## src/rtl/cv32e40p_idx_accum_pkg.sv

```systemverilog
// Shared types for the index accumulator: FSM state encoding.
package cv32e40p_pkg;

  typedef enum logic [0:0] {
    IDX_ACC_COLLECT = 1'b0,
    IDX_ACC_DRAIN   = 1'b1
  } idx_accum_state_e;

endpackage

```

## src/rtl/cv32e40p_idx_accum_if.sv

```systemverilog
// Index-in / mask-out handshake bundle for cv32e40p_idx_accum.
interface cv32e40p_idx_accum_if #(
  parameter int LEN = 32
);
  localparam int IDX_W = $clog2(LEN);

  logic             idx_valid_i;
  logic             idx_ready_o;
  logic [IDX_W-1:0] idx_i;
  logic             idx_last_i;
  logic             mask_valid_o;
  logic             mask_ready_i;
  logic [LEN-1:0]   mask_o;
  logic [IDX_W:0]   count_o;
  logic             dup_o;
  logic             oor_o;

  modport slave (
    input  idx_valid_i, idx_i, idx_last_i, mask_ready_i,
    output idx_ready_o, mask_valid_o, mask_o, count_o, dup_o, oor_o
  );

  modport master (
    output idx_valid_i, idx_i, idx_last_i, mask_ready_i,
    input  idx_ready_o, mask_valid_o, mask_o, count_o, dup_o, oor_o
  );
endinterface

```

## src/rtl/cv32e40p_idx_decode.sv

```systemverilog
// Index to one-hot decoder; indices >= LEN decode to zero and flag oor_o.
module cv32e40p_idx_decode #(
  parameter  int LEN   = 32,
  localparam int IDX_W = $clog2(LEN)
) (
  input  logic [IDX_W-1:0] idx_i,
  output logic [LEN-1:0]   onehot_o,
  output logic             oor_o
);

  for (genvar i = 0; i < LEN; i++) begin : g_bit
    assign onehot_o[i] = (idx_i == IDX_W'(i));
  end

  assign oor_o = ({1'b0, idx_i} >= (IDX_W+1)'(LEN));

endmodule

```

## src/rtl/cv32e40p_idx_accum.sv

```systemverilog
// Rebuilds a LEN-bit vector from a stream of bit indices and hands it
// downstream once the last beat arrives or the vector fills up.
module cv32e40p_idx_accum
  import cv32e40p_pkg::*;
#(
  parameter  int LEN   = 32,
  localparam int IDX_W = $clog2(LEN)
) (
  input  logic                 clk,
  input  logic                 rst,
  cv32e40p_idx_accum_if.slave  bus
);

  localparam logic [0:0] COLLECT = IDX_ACC_COLLECT;
  localparam logic [0:0] DRAIN   = IDX_ACC_DRAIN;

  logic [0:0]     state_q;
  logic [LEN-1:0] mask_q;
  logic [IDX_W:0] count_q;
  logic           dup_q, oor_q;

  logic [LEN-1:0] onehot, mask_nxt;
  logic           dec_oor, accept, hit, new_bit, full;

  cv32e40p_idx_decode #(.LEN(LEN)) i_decode (
    .idx_i    (bus.idx_i),
    .onehot_o (onehot),
    .oor_o    (dec_oor)
  );

  assign accept   = bus.idx_valid_i && (state_q == COLLECT);
  assign hit      = |(onehot & mask_q);
  assign new_bit  = !hit && !dec_oor;
  assign mask_nxt = mask_q | onehot;
  assign full     = &mask_nxt;

  always_ff @(posedge clk) begin
    if (rst) begin
      state_q <= COLLECT;
      mask_q  <= '0;
      count_q <= '0;
      dup_q   <= 1'b0;
      oor_q   <= 1'b0;
    end else begin
      // status pulses only ever follow an accepted beat
      dup_q <= accept && hit;
      oor_q <= accept && dec_oor;
      case (state_q)
        COLLECT: begin
          if (accept) begin
            mask_q  <= mask_nxt;
            count_q <= count_q + {{IDX_W{1'b0}}, new_bit};
            if (bus.idx_last_i || full) state_q <= DRAIN;
          end
        end
        default: begin
          if (bus.mask_ready_i) begin
            mask_q  <= '0;
            count_q <= '0;
            state_q <= COLLECT;
          end
        end
      endcase
    end
  end

  assign bus.idx_ready_o  = (state_q == COLLECT);
  assign bus.mask_valid_o = (state_q == DRAIN);
  assign bus.mask_o       = mask_q;
  assign bus.count_o      = count_q;
  assign bus.dup_o        = dup_q;
  assign bus.oor_o        = oor_q;

endmodule

```

## src/flat_wrapper.sv

```systemverilog
// flat-port wrapper written by rule: the top's interface ports become plain ports
module cv32e40p_idx_accum_flat import cv32e40p_pkg::*;
#(
  parameter  int LEN   = 32,
  localparam int IDX_W = $clog2(LEN)
)
  (clk, rst, bus_idx_valid_i, bus_idx_i, bus_idx_last_i, bus_mask_ready_i, bus_idx_ready_o, bus_mask_valid_o, bus_mask_o, bus_count_o, bus_dup_o, bus_oor_o);
  cv32e40p_idx_accum_if #(.LEN(LEN)) bus_i ();
  input  logic clk;
  input  logic rst;
  input wire logic [$bits(bus_i.idx_valid_i)-1:0] bus_idx_valid_i;
  input wire logic [$bits(bus_i.idx_i)-1:0] bus_idx_i;
  input wire logic [$bits(bus_i.idx_last_i)-1:0] bus_idx_last_i;
  input wire logic [$bits(bus_i.mask_ready_i)-1:0] bus_mask_ready_i;
  output wire logic [$bits(bus_i.idx_ready_o)-1:0] bus_idx_ready_o;
  output wire logic [$bits(bus_i.mask_valid_o)-1:0] bus_mask_valid_o;
  output wire logic [$bits(bus_i.mask_o)-1:0] bus_mask_o;
  output wire logic [$bits(bus_i.count_o)-1:0] bus_count_o;
  output wire logic [$bits(bus_i.dup_o)-1:0] bus_dup_o;
  output wire logic [$bits(bus_i.oor_o)-1:0] bus_oor_o;
  assign bus_i.idx_valid_i = bus_idx_valid_i;
  assign bus_i.idx_i = bus_idx_i;
  assign bus_i.idx_last_i = bus_idx_last_i;
  assign bus_i.mask_ready_i = bus_mask_ready_i;
  assign bus_idx_ready_o = bus_i.idx_ready_o;
  assign bus_mask_valid_o = bus_i.mask_valid_o;
  assign bus_mask_o = bus_i.mask_o;
  assign bus_count_o = bus_i.count_o;
  assign bus_dup_o = bus_i.dup_o;
  assign bus_oor_o = bus_i.oor_o;
  cv32e40p_idx_accum #(.LEN(LEN)) u_core (.clk(clk), .rst(rst), .bus(bus_i));
endmodule
```

## config.mk

```make
export PLATFORM = sky130hd
export DESIGN_NAME = cv32e40p_idx_accum_flat
export DESIGN_NICKNAME = d
export VERILOG_FILES = /design/src/rtl/cv32e40p_idx_accum_pkg.sv /design/src/rtl/cv32e40p_idx_accum_if.sv /design/src/rtl/cv32e40p_idx_decode.sv /design/src/rtl/cv32e40p_idx_accum.sv /design/src/flat_wrapper.sv
export SDC_FILE = /design/constraint.sdc
export NUM_CORES = 1
export LEC_CHECK = 0
export BUFFER_PORTS_ARGS = -buffer_cell sky130_fd_sc_hd__buf_4
export CAP_MARGIN = 30
export CORE_MARGIN = 3
export CORE_UTILIZATION = 45
export DETAILED_ROUTE_END_ITERATION = 12
export PLACE_DENSITY = 0.69
export SLEW_MARGIN = 20
export SYNTH_ARGS = -nofsm -noshare
export SYNTH_HDL_FRONTEND = slang
export SYNTH_SLANG_ARGS = --single-unit
```

## constraint.sdc

```tcl
create_clock -name clk -period 2.55 [get_ports clk]
set_input_delay 0.1275 -clock clk [delete_from_list [all_inputs] [get_ports clk]]
set_output_delay 0.1275 -clock clk [all_outputs]
set_load 0.02 [all_outputs]
```

==> results of run 1 <==
[worst max-delay path: stages, from the launching register on]
cell and delay (ps):
dfxtp_1 360, mux2i_1 150, o21ai_0 90, a221o_1 320, a22oi_1 210, and3_1 190, ha_1 150, and3_1 210
nand4_1 120, or2_2 300, a21oi_1 130
[worst max-delay path by stage]
stage / from / to / slack (ps)
floorplan: bus_idx_i[2] / u_core.bus.count_o[5]$_SDFFE_PP0P_ / 230
global placement: bus_idx_i[2] / u_core.bus.count_o[3]$_SDFFE_PP0P_ / 120
detailed placement: bus_idx_i[2] / u_core.bus.count_o[3]$_SDFFE_PP0P_ / 160
CTS: u_core.bus.mask_o[3]$_SDFFE_PP0P_ / u_core.bus.count_o[5]$_SDFFE_PP0P_ / 270
global route: u_core.bus.mask_o[25]$_SDFFE_PP0P_ / u_core.bus.count_o[5]$_SDFFE_PP0P_ / 40
finish: u_core.bus.mask_o[3]$_SDFFE_PP0P_ / u_core.bus.count_o[5]$_SDFFE_PP0P_ / 250
[area by class of cell]
cell class / count / area (um2)
Fill cell: 465 / 1760
Multi-Input combinational cell: 224 / 1300
Sequential cell: 40 / 801
Timing Repair Buffer: 69 / 518
Clock buffer: 7 / 96.3
Tap cell: 65 / 81.3
Inverter: 3 / 11.3
[registers in the layout, summed over array words and instances (netlist names)]
| register | count |
|---|---|
| u_core.bus.mask_valid_o | 1 |
| u_core.bus.count_o | 6 |
| u_core.bus.dup_o | 1 |
| u_core.bus.mask_o | 32 |
[cell families (layout without fill, tap and decap cells)]
| group | Yosys count | in the layout | synth area share, % |
|---|---|---|---|
| multiplexers | 4 | 4 | 1.92 |
| flip-flops | 40 | 40 | 36.1 |
| adder cells (fa/ha/maj) | 2 | 2 | 1.13 |
| AND/OR/NAND/NOR | 127 | 127 | 29.8 |
| buffers and inverters | 24 | 79 | 5.30 |
| AO/OA/AOI/OAI | 90 | 90 | 25.6 |
| other | 1 | 1 | 0.169 |
[power by group through the flow]
stage / clock (W) / sequential, W / combinational (W)
after floorplan: 0 / 0.000668 / 0.000108
after global placement: 0 / 0.000659 / 0.000188
after detailed placement: 0 / 0.000659 / 0.000188
after CTS: 0.000467 / 0.000644 / 0.000188
after global routing: 0.000502 / 0.000646 / 0.000206
final: 0.000457 / 0.000645 / 0.000191
[layout by cell type (no fill, tap or decap), drive strengths merged, types with 4 or more instances in the layout]
master / netlist / layout
nor2: 42 / 42
clkbuf: 13 / 7
dfxtp: 40 / 40
nor3: 6 / 6
and3: 8 / 8
nand4: 8 / 8
a21o: 5 / 5
a31oi: 4 / 4
nor2b: 5 / 5
a22oi: 8 / 8
buf: 8 / 69
nand2: 17 / 17
nand3: 16 / 16
a21oi: 48 / 48
nor3b: 4 / 4
and2: 5 / 5
o21ai: 6 / 6
[stage by stage]
stage / hold WS (ps) / instances / power [W] / setup WS [ps]
2_1_floorplan: 337 / 288 / 0.000776 / 235
3_3_place_gp: 389 / 401 / 0.000847 / 118
4_1_cts: 75.6 / 408 / 0.00130 / 271
5_1_grt: 81.4 / 408 / 0.00135 / 39.6
6_report: 80.0 / 408 / 0.00129 / 249
3_5_place_dp: 391 / 401 / 0.000847 / 164
[layer usage]
metal | global-route usage (%) | share of wire (%) | up-vias
li1 | - | - | 1166
met1 | 34.0 | 45 | 1128
met2 | 39.0 | 44 | 125
met3 | 7.21 | 8.5 | 16
met4 | 9.06 | 2.4 | 0
met5 | 0 | 0 | -
==> qor.yml, run 1 <==
synth:
  post-synth-top-count-cell: "a21oi_1"
  synth.top_cells.by_count: "a21oi_1 (48), nor2_1 (42), dfxtp_1 (40)"
  synth-seq-cells: 40
  synth_edf_count: 0
  ys_types: 48
  yosysTopAreaCellShare_pct: 36.1
  yosys_most_used_dff: "dfxtp_1"
  synth_top_area_cell: "dfxtp_1"
  synth_area_leaders: "dfxtp_1 (36%), a21oi_1 (11%), nor2_1 (7.1%)"
  synth_warnings: 0
  yosysSeqAreaShare_pct: 36.1
  syn_avg_cell_area_um2: 7.70
  syn-cell-area_um2: 2220
  synth_nets: 300
  async_flop_share_pct: 0
  syn_inst: 288
die:
  core_area_um2: 4560
  fp.dieW_um: 76.2
  initial_core_util_pct: 48.6
  die_height_um: 76.2
  rows: 24
  die-area_um2: 5800
  io_pins: 52
setup_path:
  reg2regPathDepth: 10
  crit_path_start_kind: "flip-flop"
  r2r_start: "u_core.bus.mask_o[3]$_SDFFE_PP0P_"
  critPathKind: "reg2reg"
  endpoint_kind: "flip-flop"
  r2r_end: "u_core.bus.count_o[5]$_SDFFE_PP0P_"
  worstPathArrival_ps: 2530
  crit_fanout: 5
  r2r_slack_ps: 250
  required_ps: 2780
worst_hold_path:
  hp-class: "in2reg"
  min_from: "rst"
  whs_path_depth: 2
  holdPathEnd: "u_core.bus.count_o[4]$_SDFFE_PP0P_"
placement:
  dpl-instance-area_um2: 2710
  dp_hpwl_mm: 5.56
  gp_congestion: 0.977
  port_buffers: 50
final_layout:
  fin_area_um2: 2810
  final_nets: 355
  num_antenna_cells: 0
  fin_util_pct: 61.5
  drive_gt1_share_pct: 25.4
  area_growth_pct: 26.6
power:
  ir_drop_mv: 0.345
  pwr-share-comb_pct: 14.8
  sw_frac_of_total_pct: 27.0
  cellInternalPower_w: 0.000944
  p_leak_nw: 1.18
  clkPwrFrac_pct: 35.3
  p_switching_w: 0.000349
  seqPwrFrac_pct: 49.9
  power.density_nw_per_um2: 461
global_routing:
  antenna_found_initial: 0
  grt_pass1_vias: 2216
  grt_max_degree: 27
  grt_first_pass_wirelength_mm: 11.8
  grt_util_all_layers_pct: 25.4
  gr-total-overflow: 0
sta:
  slew-limit-headroom_pct: 59.9
  grt_setup_unrepaired: "no"
  slew_viol_final: 0
  final.setup.tns_ps: 0
  fin_worst_skew_ps: 3.38
  fmax_ghz: 0.435
  post-route-period-util_pct: 90.2
  period_minus_slack_ps: 2300
  worstMarginPinSlew_ps: 599
  setup_viol: 0
  hold_viol_final: 0
cts:
  numCtsBuffers: 5
  post-cts-setup-buffers: 0
  clockBufferDepth: 2
  cts_root_buffer: "clkbuf_8"
  cts.sinks: 40
  cts_hold_buf: 0
  clkTransAtPathRegs_ps: 80
  htree_levels: 2
  cts-resized-gates: 0
  clock_latency_ps: 290
  cts_tree: "yes"
drt:
  antenna_left: 0
  vias: 2435
  wl_per_cell_um: 18.1
  drtIter0Drc: 222
  firstDrtPassIters: 4
  drc: 0
  via_per_inst: 5.97
  wl_mm: 7.37
job:
  drv_cap: 0
outcome:
  status: "finished clean"
(Power assumes the default switching activity.)
==> run 2, diff against run 1 <==
--- a/config.mk
+++ b/config.mk
@@ -5,7 +5,7 @@
 export SDC_FILE = /design/constraint.sdc
 export NUM_CORES = 1
 export LEC_CHECK = 0
-export BUFFER_PORTS_ARGS = -buffer_cell sky130_fd_sc_hd__buf_4
+export BUFFER_PORTS_ARGS = -buffer_cell sky130_fd_sc_hd__buf_2
 export CAP_MARGIN = 30
 export CORE_MARGIN = 3
 export CORE_UTILIZATION = 45
==> qor.yml, run 2 (synthesis results as in run 1) <==
placement:
  port_buffers: 50  # unchanged
  dp_hpwl_mm: 5.47  # -1.5%
  gp_congestion: 0.950  # -2.8%
  preCtsSetupSlack_ps: 27.6  # -136 ps
  dp.cells: 403  # +0.50%
sta:
  period_minus_slack_ps: 2320  # +19.8 ps
  layout_setup_ws_ps: 230  # -19.8 ps
  final.setup.tns_ps: 0  # unchanged
  holdWs_ps: 141  # +60.6 ps
  worstMarginPinSlew_ps: 564  # -34.6 ps
  setup_viol: 0  # unchanged
  slew-limit-headroom_pct: 62.1  # +2.2 points
  fin_worst_skew_ps: 3.25  # -0.130 ps
  slew_viol_final: 0  # unchanged
  post-route-period-util_pct: 91.0  # +0.78 points
  fmax_ghz: 0.431  # -0.85%
  hold_viol_final: 0  # unchanged
  grt_setup_unrepaired: "no"
cts:
  htree_levels: 2  # unchanged
  numCtsBuffers: 5  # unchanged
  post-cts-setup-buffers: 0  # unchanged
  cts-resized-gates: 0  # unchanged
  cts_hold_buf: 0  # unchanged
  cts_root_buffer: "clkbuf_8"
  clkTransAtPathRegs_ps: 80  # about the same
  cts_tree: "yes"
  cts.sinks: 40  # unchanged
  clockBufferDepth: 2  # unchanged
  clock_latency_ps: 300  # about the same
final_layout:
  fin_util_pct: 59.0  # -2.5 points
  largest_reg_flops: 32  # unchanged
  num_antenna_cells: 0  # unchanged
  layout_commonest_cell: "buf_2"
  final_cell_mix: "buf_2 (50), a21oi_1 (48), nor2_1 (42)"
  finalNonFillerCells: 411  # +0.74%
  nFillCells: 472  # +1.5%
  area_growth_pct: 21.4
  final_nets: 357  # +0.56%
  drive_gt1_share_pct: 26.0  # +0.65 points
die:
  rows: 24  # unchanged
  io_pins: 52  # unchanged
  die-area_um2: 5800  # unchanged
  core_area_um2: 4560  # unchanged
  die_height_um: 76.2  # unchanged
  initial_core_util_pct: 48.6  # unchanged
  fp.dieW_um: 76.2  # unchanged
drt:
  antenna_left: 0  # unchanged
  wl_mm: 7.41  # +0.64%
  vias: 2449  # +0.57%
  firstDrtPassIters: 7  # +3
  drc: 0  # unchanged
  via_per_inst: 5.96  # -0.16%
  drtIter0Drc: 268  # +21%
  wl_per_cell_um: 18.0  # about the same
global_routing:
  grt_util_all_layers_pct: 25.8  # +0.37 points
  grt_pass1_vias: 2199  # -0.77%
  gr-total-overflow: 0  # unchanged
  grt_first_pass_wirelength_mm: 11.9  # +1.1%
  grt_max_degree: 33  # +22%
  antenna_found_initial: 0  # unchanged
setup_path:
  required_ps: 2780  # about the same
  endpoint_kind: "flip-flop"
  critical_path.slowest_cell: "dfxtp_1"
  critPathKind: "reg2reg"
  reg2regPathDepth: 10  # unchanged
  critPathMaxStageDelay_ps: 370  # about the same
  path_cells: "mux2_2 -> a22oi_1 -> o21ai_0 -> a22oi_1 -> and3_1 -> ha_1 -> and3_1 -> nand4_1 -> or2_2 -> a21oi_1"
  worstPathArrival_ps: 2550  # +20 ps
  crit_path_start_kind: "flip-flop"
  r2r_end: "u_core.bus.count_o[5]$_SDFFE_PP0P_"
  r2r_slack_ps: 230  # -20 ps
  r2r_start: "u_core.bus.mask_o[8]$_SDFFE_PP0P_"
  crit_fanout: 5  # unchanged
  setup.worst_path.end: "u_core.bus.count_o[5]$_SDFFE_PP0P_"
  setup.worst_path.start: "u_core.bus.mask_o[8]$_SDFFE_PP0P_"
job:
  drv_cap: 0  # unchanged
power:
  power.density_nw_per_um2: 470  # +1.9%
  p_leak_nw: 1.18  # +0.39%
  ir_drop_mv: 0.307  # -11%
outcome:
  status: "finished clean"
worst_hold_path:
  hp-class: "in2reg"
  whs_path_depth: 2  # unchanged
[run 2: changes by cell type in the layout (fill, tap and decap cells not counted)]
cell,change
clkinv_2,+2
clkbuf_8,-1
buf_2,+50
buf_4,-48
[run 2: critical path: cells and delay by family (launching register included)]
kind	cells	cell delay, ps
adder cells (fa/ha/maj)	1	160
AND/OR/NAND/NOR	4	820
flip-flops	1	370
multiplexers	1	270
AO/OA/AOI/OAI	4	630
[run 2: worst min-delay path by stage]
| stage | from | endpoint | slack [ps] |
|---|---|---|---|
| after CTS | rst | u_core.bus.count_o[5]$_SDFFE_PP0P_ | 130 |
| after detailed placement | rst | u_core.bus.count_o[1]$_SDFFE_PP0P_ | 450 |
| after global placement | rst | u_core.bus.count_o[0]$_SDFFE_PP0P_ | 450 |
| final | rst | u_core.bus.count_o[0]$_SDFFE_PP0P_ | 140 |
| after global routing | rst | u_core.bus.count_o[5]$_SDFFE_PP0P_ | 140 |
| after floorplan | bus_idx_valid_i | u_core.bus.count_o[3]$_SDFFE_PP0P_ | 340 |
[run 2: power by group]
part           switching, W  internal (W)  leakage (nW)
clock network      0.000220      0.000216        0.0510
logic              0.000123     0.0000618         0.808
registers         0.0000103      0.000634         0.323
total              0.000353      0.000911          1.18
[run 2: area by class of cell]
| cell class | count | area (um2) | area share, % |
|---|---|---|---|
| tap | 65 | 81.3 | 3.02 |
| multi-input combinational | 224 | 1300 | 48.2 |
| sequential | 40 | 801 | 29.7 |
| timing repair buffer | 71 | 408 | 15.1 |
| inverter | 3 | 11.3 | 0.418 |
| clock inverter | 2 | 10.0 | 0.372 |
| clock buffer | 6 | 82.6 | 3.07 |
[run 2: through the flow]
stage / power [W] / instance area, um2
global placement: 0.000841 / 2600
CTS: 0.00127 / 2690
floorplan: 0.000776 / 2220
global route: 0.00133 / 2690
detailed placement: 0.000840 / 2600
finish: 0.00126 / 2690
[run 2: per-layer routing]
metal | global-route usage (%) | wire, um | part of all wire (%)
met5 | 0 | 0 | 0
met4 | 8.51 | 165 | 2.2
met3 | 5.44 | 571 | 7.7
met2 | 39.1 | 3320 | 45
met1 | 36.3 | 3360 | 45
